**src/rtl/vga_pkg.sv**
```systemverilog
// Shared VGA constants and the overlay FSM encoding used across the pixel chain.
package vga_pkg;

   localparam int unsigned H_VISIBLE = 800;
   localparam int unsigned V_VISIBLE = 600;

   localparam logic [11:0] TRANSPARENT_RGB_DEF = 12'hF0F;

   typedef enum logic {
      WAIT_FRAME = 1'b0,
      ACTIVE     = 1'b1
   } rect_state_e;

endpackage

```
**src/rtl/vga_delay.sv**
```systemverilog
// N-stage shift register with synchronous active-low clear, used to align the timing bus.
module vga_delay #(
   parameter int unsigned WIDTH = 1,
   parameter int unsigned DEPTH = 1
) (
   input  logic             clk,
   input  logic             rst,
   input  logic [WIDTH-1:0] din,
   output logic [WIDTH-1:0] dout
);

   logic [WIDTH-1:0] pipe_q [DEPTH];

   always_ff @(posedge clk) begin
      if (!rst) begin
         for (int i = 0; i < int'(DEPTH); i++) pipe_q[i] <= '0;
      end else begin
         pipe_q[0] <= din;
         for (int i = 1; i < int'(DEPTH); i++) pipe_q[i] <= pipe_q[i-1];
      end
   end

   assign dout = pipe_q[DEPTH-1];

endmodule

```
**src/rtl/draw_image_rect.sv**
```systemverilog
// Overlays a RECT_WIDTH x RECT_HEIGHT ROM image on the VGA stream with colour-key
// transparency; position is latched once per frame at the vblank rising edge.
module draw_image_rect
   import vga_pkg::*;
#(
   parameter int unsigned RECT_WIDTH      = 64,
   parameter int unsigned RECT_HEIGHT     = 64,
   parameter logic [11:0] TRANSPARENT_RGB = TRANSPARENT_RGB_DEF
) (
   input  logic        clk,
   input  logic        rst,
   input  logic [11:0] xpos,
   input  logic [11:0] ypos,
   input  logic [10:0] hcount_in,
   input  logic [10:0] vcount_in,
   input  logic        hsync_in,
   input  logic        vsync_in,
   input  logic        hblnk_in,
   input  logic        vblnk_in,
   input  logic [11:0] rgb_in,
   input  logic [11:0] rom_pixel,
   output logic [11:0] pixel_addr,
   output logic [10:0] hcount_out,
   output logic [10:0] vcount_out,
   output logic        hsync_out,
   output logic        vsync_out,
   output logic        hblnk_out,
   output logic        vblnk_out,
   output logic [11:0] rgb_out
);

   localparam int unsigned COL_W = $clog2(RECT_WIDTH);
   localparam int unsigned ROW_W = $clog2(RECT_HEIGHT);
   localparam logic [12:0] RW13  = 13'(RECT_WIDTH);
   localparam logic [12:0] RH13  = 13'(RECT_HEIGHT);
   localparam int unsigned BUS_W = 26;

   rect_state_e state_q, state_d;
   logic [11:0] xpos_s_q, ypos_s_q;
   logic        vblnk_prev_q;
   logic        vblnk_rise;
   logic        in_rect, in_rect_d1_q;
   logic [12:0] h13, v13, x13, y13, hoff, voff;
   logic [11:0] rgb_d1, rgb_mix;
   logic [BUS_W-1:0] bus_in, bus_out;

   assign vblnk_rise = vblnk_in & ~vblnk_prev_q;

   // Shadow position and vblank edge detector; reset beats a coincident edge.
   always_ff @(posedge clk) begin
      if (!rst) begin
         xpos_s_q     <= '0;
         ypos_s_q     <= '0;
         vblnk_prev_q <= 1'b0;
         state_q      <= WAIT_FRAME;
      end else begin
         vblnk_prev_q <= vblnk_in;
         state_q      <= state_d;
         if (vblnk_rise) begin
            xpos_s_q <= xpos;
            ypos_s_q <= ypos;
         end
      end
   end

   always_comb begin
      state_d = state_q;
      unique case (state_q)
         WAIT_FRAME: if (vblnk_rise) state_d = ACTIVE;
         ACTIVE:     state_d = ACTIVE;
         default:    state_d = WAIT_FRAME;
      endcase
   end

   // 13-bit compare so xpos_s + width never wraps; off-screen parts are clipped by blanking.
   always_comb begin
      h13  = {2'b00, hcount_in};
      v13  = {2'b00, vcount_in};
      x13  = {1'b0, xpos_s_q};
      y13  = {1'b0, ypos_s_q};
      hoff = h13 - x13;
      voff = v13 - y13;
      in_rect = (h13 >= x13) && (h13 < x13 + RW13) &&
                (v13 >= y13) && (v13 < y13 + RH13) &&
                !hblnk_in && !vblnk_in;
   end

   assign pixel_addr = 12'({voff[ROW_W-1:0], hoff[COL_W-1:0]});

   assign bus_in = {hcount_in, vcount_in, hsync_in, vsync_in, hblnk_in, vblnk_in};

   vga_delay #(
      .WIDTH (BUS_W),
      .DEPTH (2)
   ) u_timing_delay (
      .clk  (clk),
      .rst  (rst),
      .din  (bus_in),
      .dout (bus_out)
   );

   assign {hcount_out, vcount_out, hsync_out, vsync_out, hblnk_out, vblnk_out} = bus_out;

   vga_delay #(
      .WIDTH (12),
      .DEPTH (1)
   ) u_rgb_delay (
      .clk  (clk),
      .rst  (rst),
      .din  (rgb_in),
      .dout (rgb_d1)
   );

   always_comb begin
      rgb_mix = rgb_d1;
      if (state_q == ACTIVE && in_rect_d1_q && rom_pixel != TRANSPARENT_RGB) begin
         rgb_mix = rom_pixel;
      end
   end

   always_ff @(posedge clk) begin
      if (!rst) begin
         in_rect_d1_q <= 1'b0;
         rgb_out      <= '0;
      end else begin
         in_rect_d1_q <= in_rect;
         rgb_out      <= rgb_mix;
      end
   end

endmodule

```
**config.mk**
```make
export PLATFORM = sky130hd
export DESIGN_NAME = draw_image_rect
export DESIGN_NICKNAME = d
export VERILOG_FILES = /design/src/rtl/vga_pkg.sv /design/src/rtl/vga_delay.sv /design/src/rtl/draw_image_rect.sv
export SDC_FILE = /design/constraint.sdc
export NUM_CORES = 1
export LEC_CHECK = 0
export BUFFER_PORTS_ARGS = -buffer_cell sky130_fd_sc_hd__buf_2
export CAP_MARGIN = 20
export CORE_ASPECT_RATIO = 1.2
export CORE_UTILIZATION = 40
export DETAILED_ROUTE_END_ITERATION = 8
export GPL_TIMING_DRIVEN = 0
export PLACE_DENSITY = 0.71
export SYNTH_ARGS = -nofsm -noshare
export SYNTH_HDL_FRONTEND = slang
export SYNTH_SLANG_ARGS = --single-unit
export TNS_END_PERCENT = 1
```
**constraint.sdc**
```tcl
create_clock -name clk -period 4.6 [get_ports clk]
set_input_delay 0.23 -clock clk [delete_from_list [all_inputs] [get_ports clk]]
set_output_delay 0.23 -clock clk [all_outputs]
set_load 0.02 [all_outputs]
```
# Word level (Yosys, flattened, before mapping)

Memories as Yosys holds them, arrays and structs flattened.
Index checks and enable logic that the tools add are counted.

Bits in registers: 39
Bits in writable memories: 64
Input port bits: 76
Output and inout bits: 50
Logic and storage cells: 41
Memories kept: 2

Add/sub/neg operators: 4
Order comparisons: 4
Equality and inequality tests: 1
Muxes and demuxes: 9
Bitwise logic cells: 5
Reduce and logical (&&, ||, !) cells: 10

Memory list:

| name                  | words | bits a word | rd ports | clocked after Yosys merged registers in | write ports | RTL line        | RTL |
|---|---|---|---|---|---|---|---|
| u_timing_delay.pipe_q | 2     | 26          | 2        | 0                                       | 2           | vga_delay.sv:12 | `logic [WIDTH-1:0] pipe_q [DEPTH];` |
| u_rgb_delay.pipe_q    | 1     | 12          | 1        | 0                                       | 1           | vga_delay.sv:12 |  |

Operator list:

| operator                                       | count |
|---|---|
| 2-to-1 mux 26 bit                              | 2 |
| adder 12 x 7 -> 13 bit (second input constant) | 2 |
| < comparator 11 x 13 -> 1 bit                  | 2 |
| greater-or-equal comparator 11 x 12 -> 1 bit   | 2 |
| 2-to-1 mux 12 bit                              | 2 |
| != test 12 bit (second input constant)         | 1 |
| OR reduction 12 bit                            | 1 |
| subtractor 6 bit                               | 2 |
| logical AND 1 bit                              | 7 |
| 2-to-1 mux 1 bit                               | 4 |
| logical NOT 1 bit                              | 2 |
| NOT 1 bit                                      | 2 |
| OR 1 bit                                       | 2 |
| one-hot mux 1 bit (2 select lines)             | 1 |
| AND 1 bit                                      | 1 |

# Logic depth before layout (Yosys ltp)

Gate-level depths: netlist of the first run.

Depth in word-level cells: 7
Depth in mapped cells: 8
Mapped depth without buffers: 8

# Hierarchy

Synthesis of the first run repeated with hierarchy kept, for this count alone.

Cells, all modules: 476
Area total of the unflattened synthesis: 4653.2 um2

By module, submodules not included:

| module                     | instances | cells each | area each (um2) | seq. area each (um2) |
|---|---|---|---|---|
| draw_image_rect            | 1         | 316        | 2665.1          | 780.7 |
| vga_delay (u_timing_delay) | 1         | 135        | 1651.6          | 1041.0 |
| vga_delay (u_rgb_delay)    | 1         | 25         | 336.6           | 240.2 |

# Least setup slack after synthesis of the first run

Ideal clock, no wire load.

Path kind: register to output
Start point: reg ypos_s_q[1]
End point: out pixel_addr[11]
Data arrival time: 1.821 ns
Required time: 4.370 ns
Path slack: 2.549 ns
Cell stages (with the launch flop): 7
Buffers on the path: 0
Path through: dfxtp_1 > inv_1 > ha_1 > nor2b_1 > o31a_1 > o31ai_1 > a21boi_0

Longest elaborated chain between the ends: 1

RTL lines:

| element                | RTL line              | RTL |
|---|---|---|
| start, declared        | draw_image_rect.sv:39 | `logic [11:0] xpos_s_q, ypos_s_q;` |
| start signal, assigned | draw_image_rect.sv:61 | `ypos_s_q <= ypos;` |
| subtractor 6 bit       | draw_image_rect.sv:82 | `voff = v13 - y13;` |
| end, declared          | draw_image_rect.sv:22 | `output logic [11:0] pixel_addr,` |

Every way passes these cells.

# Worst setup path in the final report of the first run

Start point: reg xpos_s_q[1]
End point: out pixel_addr[5]

Longest elaborated chain between the ends: 1

RTL lines:

| element                | RTL line              | RTL |
|---|---|---|
| start, declared        | draw_image_rect.sv:39 |  |
| start signal, assigned | draw_image_rect.sv:60 | `xpos_s_q <= xpos;` |
| subtractor 6 bit       | draw_image_rect.sv:81 | `hoff = h13 - x13;` |

Every way passes these cells.

==> flow_summary.json, run 1 <==
{
  "cts.repair.resized": 0,
  "die_h_um": 118.4,
  "syn_area_per_cell_sq_um": 9.649,
  "drc_errors": 0,
  "p_leak_nw": 2.577,
  "final_common_cell": "buf_2",
  "wl_met3_um": 444,
  "grt_overflow_total": 0,
  "gp_congestion": 0.8420,
  "slew_viol_final": 0,
  "ys_seq_area_share_pct": 45.22,
  "vias": 3476,
  "post_cts_buffers": 0,
  "critical-path-top-delay-family": "compound AO/OA/AOI/OAI gates",
  "fp-row-count": 42,
  "start_util_pct": 40.92,
  "synth_edf_count": 0,
  "grt_max_degree": 19,
  "finalSetupViolCount": 0,
  "grt_use_total_pct": 17.21,
  "wl_met1_um": 4090,
  "nets": 716,
  "slew-limit-headroom_pct": 63.53,
  "mostFrequentLayoutCells": "buf_2 (126), dfxtp_1 (102), and2_1 (65), nand2_1 (50), ha_1 (34)",
  "synthFlopType": "dfxtp_1",
  "drv_cap": 0,
  "die_x_um": 98.99,
  "io_pins": 126,
  "drt_iter0_markers": 109,
  "finalCritPeriodShare_pct": 54.97,
  "dr.max_layer_used": "met4",
  "ys_seq_elements": 102,
  "root_buffer": "clkbuf_16",
  "routed_wl_um": 9667,
  "grt_pass1_vias": 3362,
  "wire_per_inst_um": 13.05,
  "irDropWorstVdd_mv": 0.1645,
  "synth-async-reset-ratio_pct": 0,
  "core_sq_um": 11040,
  "yosys.cell_types.count": 49,
  "dp_hpwl_um": 7695,
  "cp_num_buf_inv": 2,
  "port_buffers": 125,
  "max_freq_ghz": 0.3955,
  "wl_met2_um": 4936,
  "worstPathArrival_ps": 2300,
  "cts_tree": "done",
  "hp-class": "in2reg",
  "syn-num-nets": 580,
  "grt_pass1_wl_um": 15810,
  "htreeDepth": 3,
  "end_kind": "output port",
  "ctsHoldBuffers": 0,
  "avgViaCountPerCell": 4.691,
  "power.density_nw_per_um2": 363.0,
  "status": "finished clean",
  "slowest_stage": "dfxtp_1",
  "ys_warn_count": 0,
  "worstPathMaxFanout": 3,
  "clkSinkCount": 102,
  "drive_gt1_share_pct": 27.42,
  "pre_cts_slack_ps": 2356,
  "area_growth_pct": 24.52,
  "period_needed_ps": 2528,
  "clk_pin_slew_worst_paths_ps": 70,
  "antenna_cells": 0,
  "cts_max_path_buffers": 2,
  "crit_chain": "inv_1 > ha_1 > nor2b_1 > o31a_1 > o31ai_1 > a21boi_1 > buf_2",
  "drtAntennaViolNets": 0,
  "dr.pass1.iters": 4,
  "critPathMaxStageDelay_ps": 400,
  "crit_type": "reg2out",
  "max_slew.worst_pin.slew_ps": 547.0,
  "syn-cell-area_sq_um": 4516,
  "required_ps": 4370,
  "fin_ws_ps": 2072,
  "rsz0062_at_grt": "no",
  "netlist_instances": 468,
  "cts_buffers": 9,
  "hold_violations": 0,
  "die_area_sq_um": 11720,
  "cp-start-kind": "register",
  "holdWs_ps": 85.34,
  "skew_ps": 3.853,
  "antenna_found_initial": 0,
  "clk_latency_ps": 340,
  "fin_tns_setup_ps": 0
}
## sequential cells by signal, indices dropped and copies added, names as in the netlist
| register | flops |
|---|---|
| in_rect_d1_q | 1 |
| state_q | 1 |
| u_timing_delay.pipe_q | 52 |
| u_rgb_delay.pipe_q | 12 |
| ypos_s_q | 12 |
| rgb_out | 12 |
| xpos_s_q | 12 |
## worst register-to-register path, stage by stage (launching register included)
cell,delay [ps]
dfxtp_1,440
ha_1,270
nand3_1,110
xnor2_1,140
ha_1,300
a21o_1,190
a21oi_1,160
o221ai_1,150
nor4_1,380
## path summary, 6_finish.rpt
path                                                  start                            to  slack, ps  depth (start not counted)
worst max-delay path                            xpos_s_q[1]                 pixel_addr[5]       2070                          7
worst min-delay path                              rgb_in[8]      u_rgb_delay.pipe_q[0][8]         90                          2
worst max register to register                  xpos_s_q[6]                  in_rect_d1_q       2340                          8
worst min register to register  u_timing_delay.pipe_q[0][5]  u_timing_delay.pipe_q[0][31]        430                          1
## final cells by class
cell class              instances  area (sq um)
flip-flops and latches        102          2042
fillers                      1045          5413
clock buffers                  10         239.0
multi-input cells             293          2116
clock inverters                 6         77.57
well taps                     132         165.2
plain buffers                  40         234.0
repair buffers                125         625.6
inverters                      33         123.9
## through the flow
step / power, mW / util [%] / area (sq um) / instances
floorplan: 1.165 / - / 4516 / 468
global placement: 1.264 / 48.08 / 5306 / 725
detailed placement: 1.276 / 48.08 / 5306 / 725
CTS: 2.056 / 50.95 / 5623 / 741
global route: 2.133 / 50.95 / 5623 / 741
finish: 2.041 / 50.95 / 5623 / 741
## cells in the mapped netlist, types with 5 or more instances
cell type	count	area share [%]
a21boi_1	15	2.5
a21boi_0	13	2.2
inv_1	33	2.7
a21o_1	8	1.3
xnor2_1	10	1.9
buf_4	22	3.7
a21oi_1	10	1.1
and2_1	65	9.0
ha_1	34	9.4
mux2i_1	12	2.7
nand2_1	50	4.2
o21a_1	5	0.83
dfxtp_1	102	45
nand3_1	5	0.55
clkbuf_1	17	1.4
nor2b_1	15	2.1
## layer usage
layer | vias to the layer above | track usage (%)
li1 | 1805 | -
met1 | 1571 | 19.57
met2 | 86 | 30.90
met3 | 14 | 3.666
met4 | 0 | 6.996
met5 | - | 0
## power breakdown
part           leakage (nW)  internal, mW  switching [mW]
logic                  1.58         0.142           0.169
registers             0.843         0.926          0.0187
clock network         0.157         0.446           0.339
total                  2.58          1.51           0.527
## kinds of logic (layout without fill, tap and decap cells)
group           Yosys count  count (layout)  synth area share (%)
compound gates           77              77                 12.58
xor+xnor                 10              10                 1.940
fa+ha+maj                36              36                 10.31
buf+inv                  73             214                 7.925
flops                   102             102                 45.22
mux                      13              13                 2.909
simple gates            157             157                 19.12
No activity file was read; power rests on OpenSTA's default activity.
==> inputs of run 2 (changes only) <==
==> constraint.sdc (replaced) <==
create_clock -name clk -period 2.5 [get_ports clk]
set_input_delay 0.125 -clock clk [delete_from_list [all_inputs] [get_ports clk]]
set_output_delay 0.125 -clock clk [all_outputs]
set_load 0.02 [all_outputs]
==> run 2 against run 1 <==
Against the previous run:
- clock skew hardly changed
- largest power group unchanged
- hold slack worse by 79 ps
- clock power is 85% higher
- register-to-register slack worse by 2100 ps
- count of clock-buffer cells in the layout stayed put
- utilization is 1.4 points higher
- highest routed layer unchanged
- global-route usage is 0.51 points higher
- final cell count is 2.0% higher
- non-clock buffer count is 15 higher
- combinational power is 91% higher
==> flow_summary.json, run 2 (synthesized netlist as in run 1, its figures left out) <==
{
  "finalCritPeriodShare_pct": 95.23,
  "gp_congestion": 0.8420,
  "drtAntennaViolNets": 0,
  "final_common_cell": "buf_2",
  "slowest_stage": "dfxtp_1",
  "largest_reg_flops": 52,
  "die_area_sq_um": 11720,
  "die_h_um": 118.4,
  "hold_violations": 0,
  "antenna_found_initial": 0,
  "routed_wl_um": 10030,
  "grt_pass1_wl_um": 16240,
  "pre_cts_slack_ps": 256.1,
  "dp_hpwl_um": 7695,
  "layoutNonFillerInstCount": 756,
  "start_util_pct": 40.92,
  "power.density_nw_per_um2": 654.6,
  "p_leak_nw": 2.640,
  "avgViaCountPerCell": 4.673,
  "hp-class": "in2reg",
  "finalPower_mw": 3.782,
  "area_growth_pct": 27.96,
  "cts_max_path_buffers": 2,
  "period_needed_ps": 2381,
  "nets": 731,
  "max_slew.worst_pin.slew_ps": 576.7,
  "slew-limit-headroom_pct": 61.56,
  "die_x_um": 98.99,
  "htreeDepth": 3,
  "port_buffers": 125,
  "finalSetupViolCount": 0,
  "status": "finished clean",
  "clk_pin_slew_worst_paths_ps": 70,
  "crit_type": "reg2out",
  "skew_ps": 4.178,
  "wire_per_inst_um": 13.27,
  "final_core_util_pct": 52.36,
  "fin_tns_setup_ps": 0,
  "antenna_cells": 0,
  "design_area_sq_um": 5778,
  "end_kind": "output port",
  "crit_chain": "inv_1 > ha_1 > nor2b_1 > o31a_1 > o31ai_1 > a21boi_0 > buf_2",
  "dr.pass1.iters": 4,
  "drv_cap": 0,
  "grt_use_total_pct": 17.72,
  "cp-start-kind": "register",
  "post_cts_buffers": 0,
  "io_pins": 126,
  "root_buffer": "clkbuf_16",
  "vias": 3533,
  "slew_viol_final": 0,
  "drc_errors": 0,
  "grt_max_degree": 19,
  "rsz0062_at_grt": "no",
  "max_freq_ghz": 0.4200,
  "cts_tree": "done",
  "grt_pass1_vias": 3452,
  "holdWs_ps": 6.661,
  "clk_latency_ps": 340,
  "dp_cells": 725,
  "mostFrequentLayoutCells": "buf_2 (126), dfxtp_1 (102), and2_1 (65), nand2_1 (50), ha_1 (34)",
  "top_register": "u_timing_delay.pipe_q",
  "cts_buffers": 9,
  "fin_ws_ps": 119.2,
  "drive_gt1_share_pct": 26.92,
  "grt_overflow_total": 0,
  "critPathMaxStageDelay_ps": 380,
  "worstPathArrival_ps": 2260,
  "irDropWorstVdd_mv": 0.2936,
  "required_ps": 2380,
  "drt_iter0_markers": 99,
  "clkSinkCount": 102,
  "core_sq_um": 11040,
  "fp-row-count": 42,
  "place_area_sq_um": 5306,
  "worstPathMaxFanout": 3
}
[run 2: cell types whose count changed in the layout (fill, tap and decap cells not counted), sizes merged]
cell         previous run  this run
dlygate4sd3             0        15
[run 2: layout make-up]
| cell class | count | area, sq um |
|---|---|---|
| clock buffer | 10 | 239.0 |
| inverter | 33 | 123.9 |
| timing repair buffer | 140 | 775.7 |
| tap | 132 | 165.2 |
| multi-input combinational | 293 | 2121 |
| clock inverter | 6 | 77.57 |
| buffer | 40 | 234.0 |
| sequential | 102 | 2042 |
| fill | 1023 | 5258 |
[run 2: critical path: cells and delay by family, from the launching register on]
family	cells	cell delay, ps
flip-flops	1	380
buffers and inverters	2	260
AND/OR/NAND/NOR	1	150
adder cells (fa/ha/maj)	1	280
AO/OA/AOI/OAI	3	850
[run 2: timing repair]
| item | CTS | global route |
|---|---|---|
| hold buffers | 15 | 0 |
| endpoints found under the setup margin | 0 | 1 |
| resized for setup | 0 | 1 |
| hold endpoints to repair | 15 | 0 |
[run 2: final timing paths]
path                                                endpoint  slack, ps  cells past startpoint                        start
worst max-delay path                          pixel_addr[11]        120                      7                  ypos_s_q[1]
worst max register to register                  in_rect_d1_q        260                      8                  xpos_s_q[6]
worst min-delay path            u_timing_delay.pipe_q[0][15]          7                      2                 hcount_in[0]
worst min register to register  u_timing_delay.pipe_q[0][31]        430                      1  u_timing_delay.pipe_q[0][5]
[run 2: layer usage]
layer | up-vias | wire length (um) | share of wire (%) | GRT usage (%)
met1 | 1610 | 4207 | 42 | 19.74
met5 | - | 0 | 0 | 0
met2 | 79 | 5193 | 52 | 32.21
met4 | 0 | 223 | 2.2 | 7.276
li1 | 1829 | - | - | -
met3 | 15 | 406 | 4.0 | 3.844
[run 2: report_power, final]
part / switching, mW / internal [mW]
clock network: 0.629 / 0.821
registers: 0.0343 / 1.70
logic: 0.318 / 0.277
total: 0.981 / 2.80
==> inputs of run 3 (changes only) <==
--- a/config.mk
+++ b/config.mk
@@ -6,12 +6,12 @@
 export NUM_CORES = 1
 export LEC_CHECK = 0
 export BUFFER_PORTS_ARGS = -buffer_cell sky130_fd_sc_hd__buf_2
-export CAP_MARGIN = 20
+export CAP_MARGIN = 0
 export CORE_ASPECT_RATIO = 1.2
 export CORE_UTILIZATION = 40
 export DETAILED_ROUTE_END_ITERATION = 8
 export GPL_TIMING_DRIVEN = 0
-export PLACE_DENSITY = 0.71
+export PLACE_DENSITY_LB_ADDON = 0.05
 export SYNTH_ARGS = -nofsm -noshare
 export SYNTH_HDL_FRONTEND = slang
 export SYNTH_SLANG_ARGS = --single-unit
==> run 3 against run 2 <==
Against the previous run:
- via count decreased by 2.8%
- sequential power about the same
- critical path depth unchanged
- utilization increased by 0.057 points
- clock skew about the same
- first-iteration DRC count decreased by 39%
- sequential share of layout area about the same
- global-route usage decreased by 0.057 points
- cell area increased by 0.11%
- flip-flop and latch count unchanged
- register-to-register slack got worse by 30 ps
- die area unchanged
- critical endpoint is now pixel_addr[5]
- highest routed layer unchanged
==> flow_summary.json, run 3 (synthesized netlist as in run 1, its figures left out) <==
{
  "hp-class": "in2reg",
  "avgViaCountPerCell": 4.548,
  "final_common_cell": "buf_2",
  "place_area_sq_um": 5306,
  "clk_pin_slew_worst_paths_ps": 60,
  "worstPathMaxFanout": 3,
  "slew_viol_final": 0,
  "fillerInstances": 1079,
  "cts_buffers": 9,
  "slew-limit-headroom_pct": 61.04,
  "crit_type": "reg2out",
  "routed_wl_um": 9557,
  "cp-start-kind": "register",
  "die_h_um": 118.4,
  "reg2reg_from": "xpos_s_q[6]",
  "top_register": "u_timing_delay.pipe_q",
  "end_kind": "output port",
  "cts_tree": "done",
  "die_x_um": 98.99,
  "hold_violations": 0,
  "io_pins": 126,
  "status": "finished clean",
  "critPathMaxStageDelay_ps": 400,
  "finalSetupViolCount": 0,
  "layoutNonFillerInstCount": 755,
  "antenna_found_initial": 1,
  "drc_errors": 0,
  "fin_tns_setup_ps": 0,
  "max_slew.worst_pin.slew_ps": 584.5,
  "critPathLaunch": "xpos_s_q[1]",
  "design_area_sq_um": 5784,
  "min_from": "hblnk_in",
  "clkSinkCount": 102,
  "drtAntennaViolNets": 0,
  "start_util_pct": 40.92,
  "worstPathArrival_ps": 2240,
  "core_sq_um": 11040,
  "required_ps": 2380,
  "holdWs_ps": 8.683,
  "grt_pass1_wl_um": 15970,
  "die_area_sq_um": 11720,
  "wire_per_inst_um": 12.66,
  "root_buffer": "clkbuf_16",
  "drt_iter0_markers": 60,
  "nets": 731,
  "cts_max_path_buffers": 2,
  "area_growth_pct": 28.10,
  "port_buffers": 125,
  "skew_ps": 4.677,
  "critical-path-top-delay-family": "compound AO/OA/AOI/OAI gates",
  "dp_cells": 725,
  "post_cts_buffers": 0,
  "gp_congestion": 0.8311,
  "clk_latency_ps": 340,
  "rsz0062_at_grt": "no",
  "grt_pass1_vias": 3490,
  "grt_max_degree": 16,
  "irDropWorstVdd_mv": 0.2844,
  "p_leak_nw": 2.645,
  "fp-row-count": 42,
  "antenna_cells": 0,
  "slowest_stage": "dfxtp_1",
  "max_freq_ghz": 0.4222,
  "crit_chain": "inv_1 > ha_1 > nor2b_1 > o31a_1 > o31ai_2 > a21boi_1 > buf_2",
  "dr.pass1.iters": 4,
  "finalCritPeriodShare_pct": 94.74,
  "fin_ws_ps": 131.5,
  "pre_cts_slack_ps": 241.2,
  "period_needed_ps": 2368,
  "cp_num_buf_inv": 2,
  "grt_overflow_total": 0,
  "grt_use_total_pct": 17.66,
  "vias": 3434,
  "power.density_nw_per_um2": 660.5,
  "largest_reg_flops": 52,
  "htreeDepth": 3,
  "drv_cap": 0,
  "drive_gt1_share_pct": 26.81,
  "dp_hpwl_um": 7531,
  "mostFrequentLayoutCells": "buf_2 (126), dfxtp_1 (102), and2_1 (65), nand2_1 (50), ha_1 (34)"
}
-- run 3: changes by cell type in the layout (fill, tap and decap cells not counted), sizes merged --
cell / previous run / this run
inv: 36 / 33
bufinv: 1 / 2
clkbuf: 27 / 28
-- run 3: worst register-to-register path, stage by stage, from the launching register on --
cell      delay, ps
dfxtp_1         440
ha_1            250
nand3_1         110
xnor2_1         140
ha_1            290
a21o_1          180
a21oi_1         220
o221ai_1        150
nor4_1          370
-- run 3: stage by stage --
step	power, mW	utilization, %
floorplan	2.144	-
global placement	2.336	48.08
detailed placement	2.350	48.08
CTS	3.868	52.37
global route	4.013	52.42
finish	3.821	52.42
-- run 3: timing repair --
item                                    4_1_cts  5_1_grt
endpoints found under the hold margin        15        0
endpoints found under the setup margin        0        1
hold buffers                                 15        0
resized for setup                             0        1
-- run 3: where the power goes --
group | internal [mW] | leakage, nW | switching (mW) | total [mW]
clock | 0.922 | 0.161 | 0.574 | 1.50
sequential | 1.71 | 0.843 | 0.0324 | 1.74
combinational | 0.276 | 1.64 | 0.312 | 0.587
-- run 3: cell type report --
| type | instances | area, sq um | share of cell area [%] |
|---|---|---|---|
| timing repair buffer | 140 | 775.7 | 13.41 |
| tap | 132 | 165.2 | 2.855 |
| clock buffer | 11 | 252.7 | 4.369 |
| buffer | 40 | 234.0 | 4.045 |
| clock inverter | 4 | 70.07 | 1.211 |
| inverter | 33 | 123.9 | 2.141 |
| sequential | 102 | 2042 | 35.30 |
| multi-input combinational | 293 | 2121 | 36.66 |
-- run 3: metal layers --
layer  wire length, um  up-vias  track usage [%]
li1                  -     1819                -
met1              4274     1516            20.43
met2              4581       86            30.68
met3               514       13            4.554
met4               187        0            7.276
met5                 0        -                0
-- run 3: worst paths after layout --
check                           depth (start not counted)  slack (ps)                           end
worst max-delay path                                    7         130                 pixel_addr[5]
worst min-delay path                                    2           9   u_timing_delay.pipe_q[0][1]
worst max register to register                          8         230                  in_rect_d1_q
worst min register to register                          1         430  u_timing_delay.pipe_q[0][37]
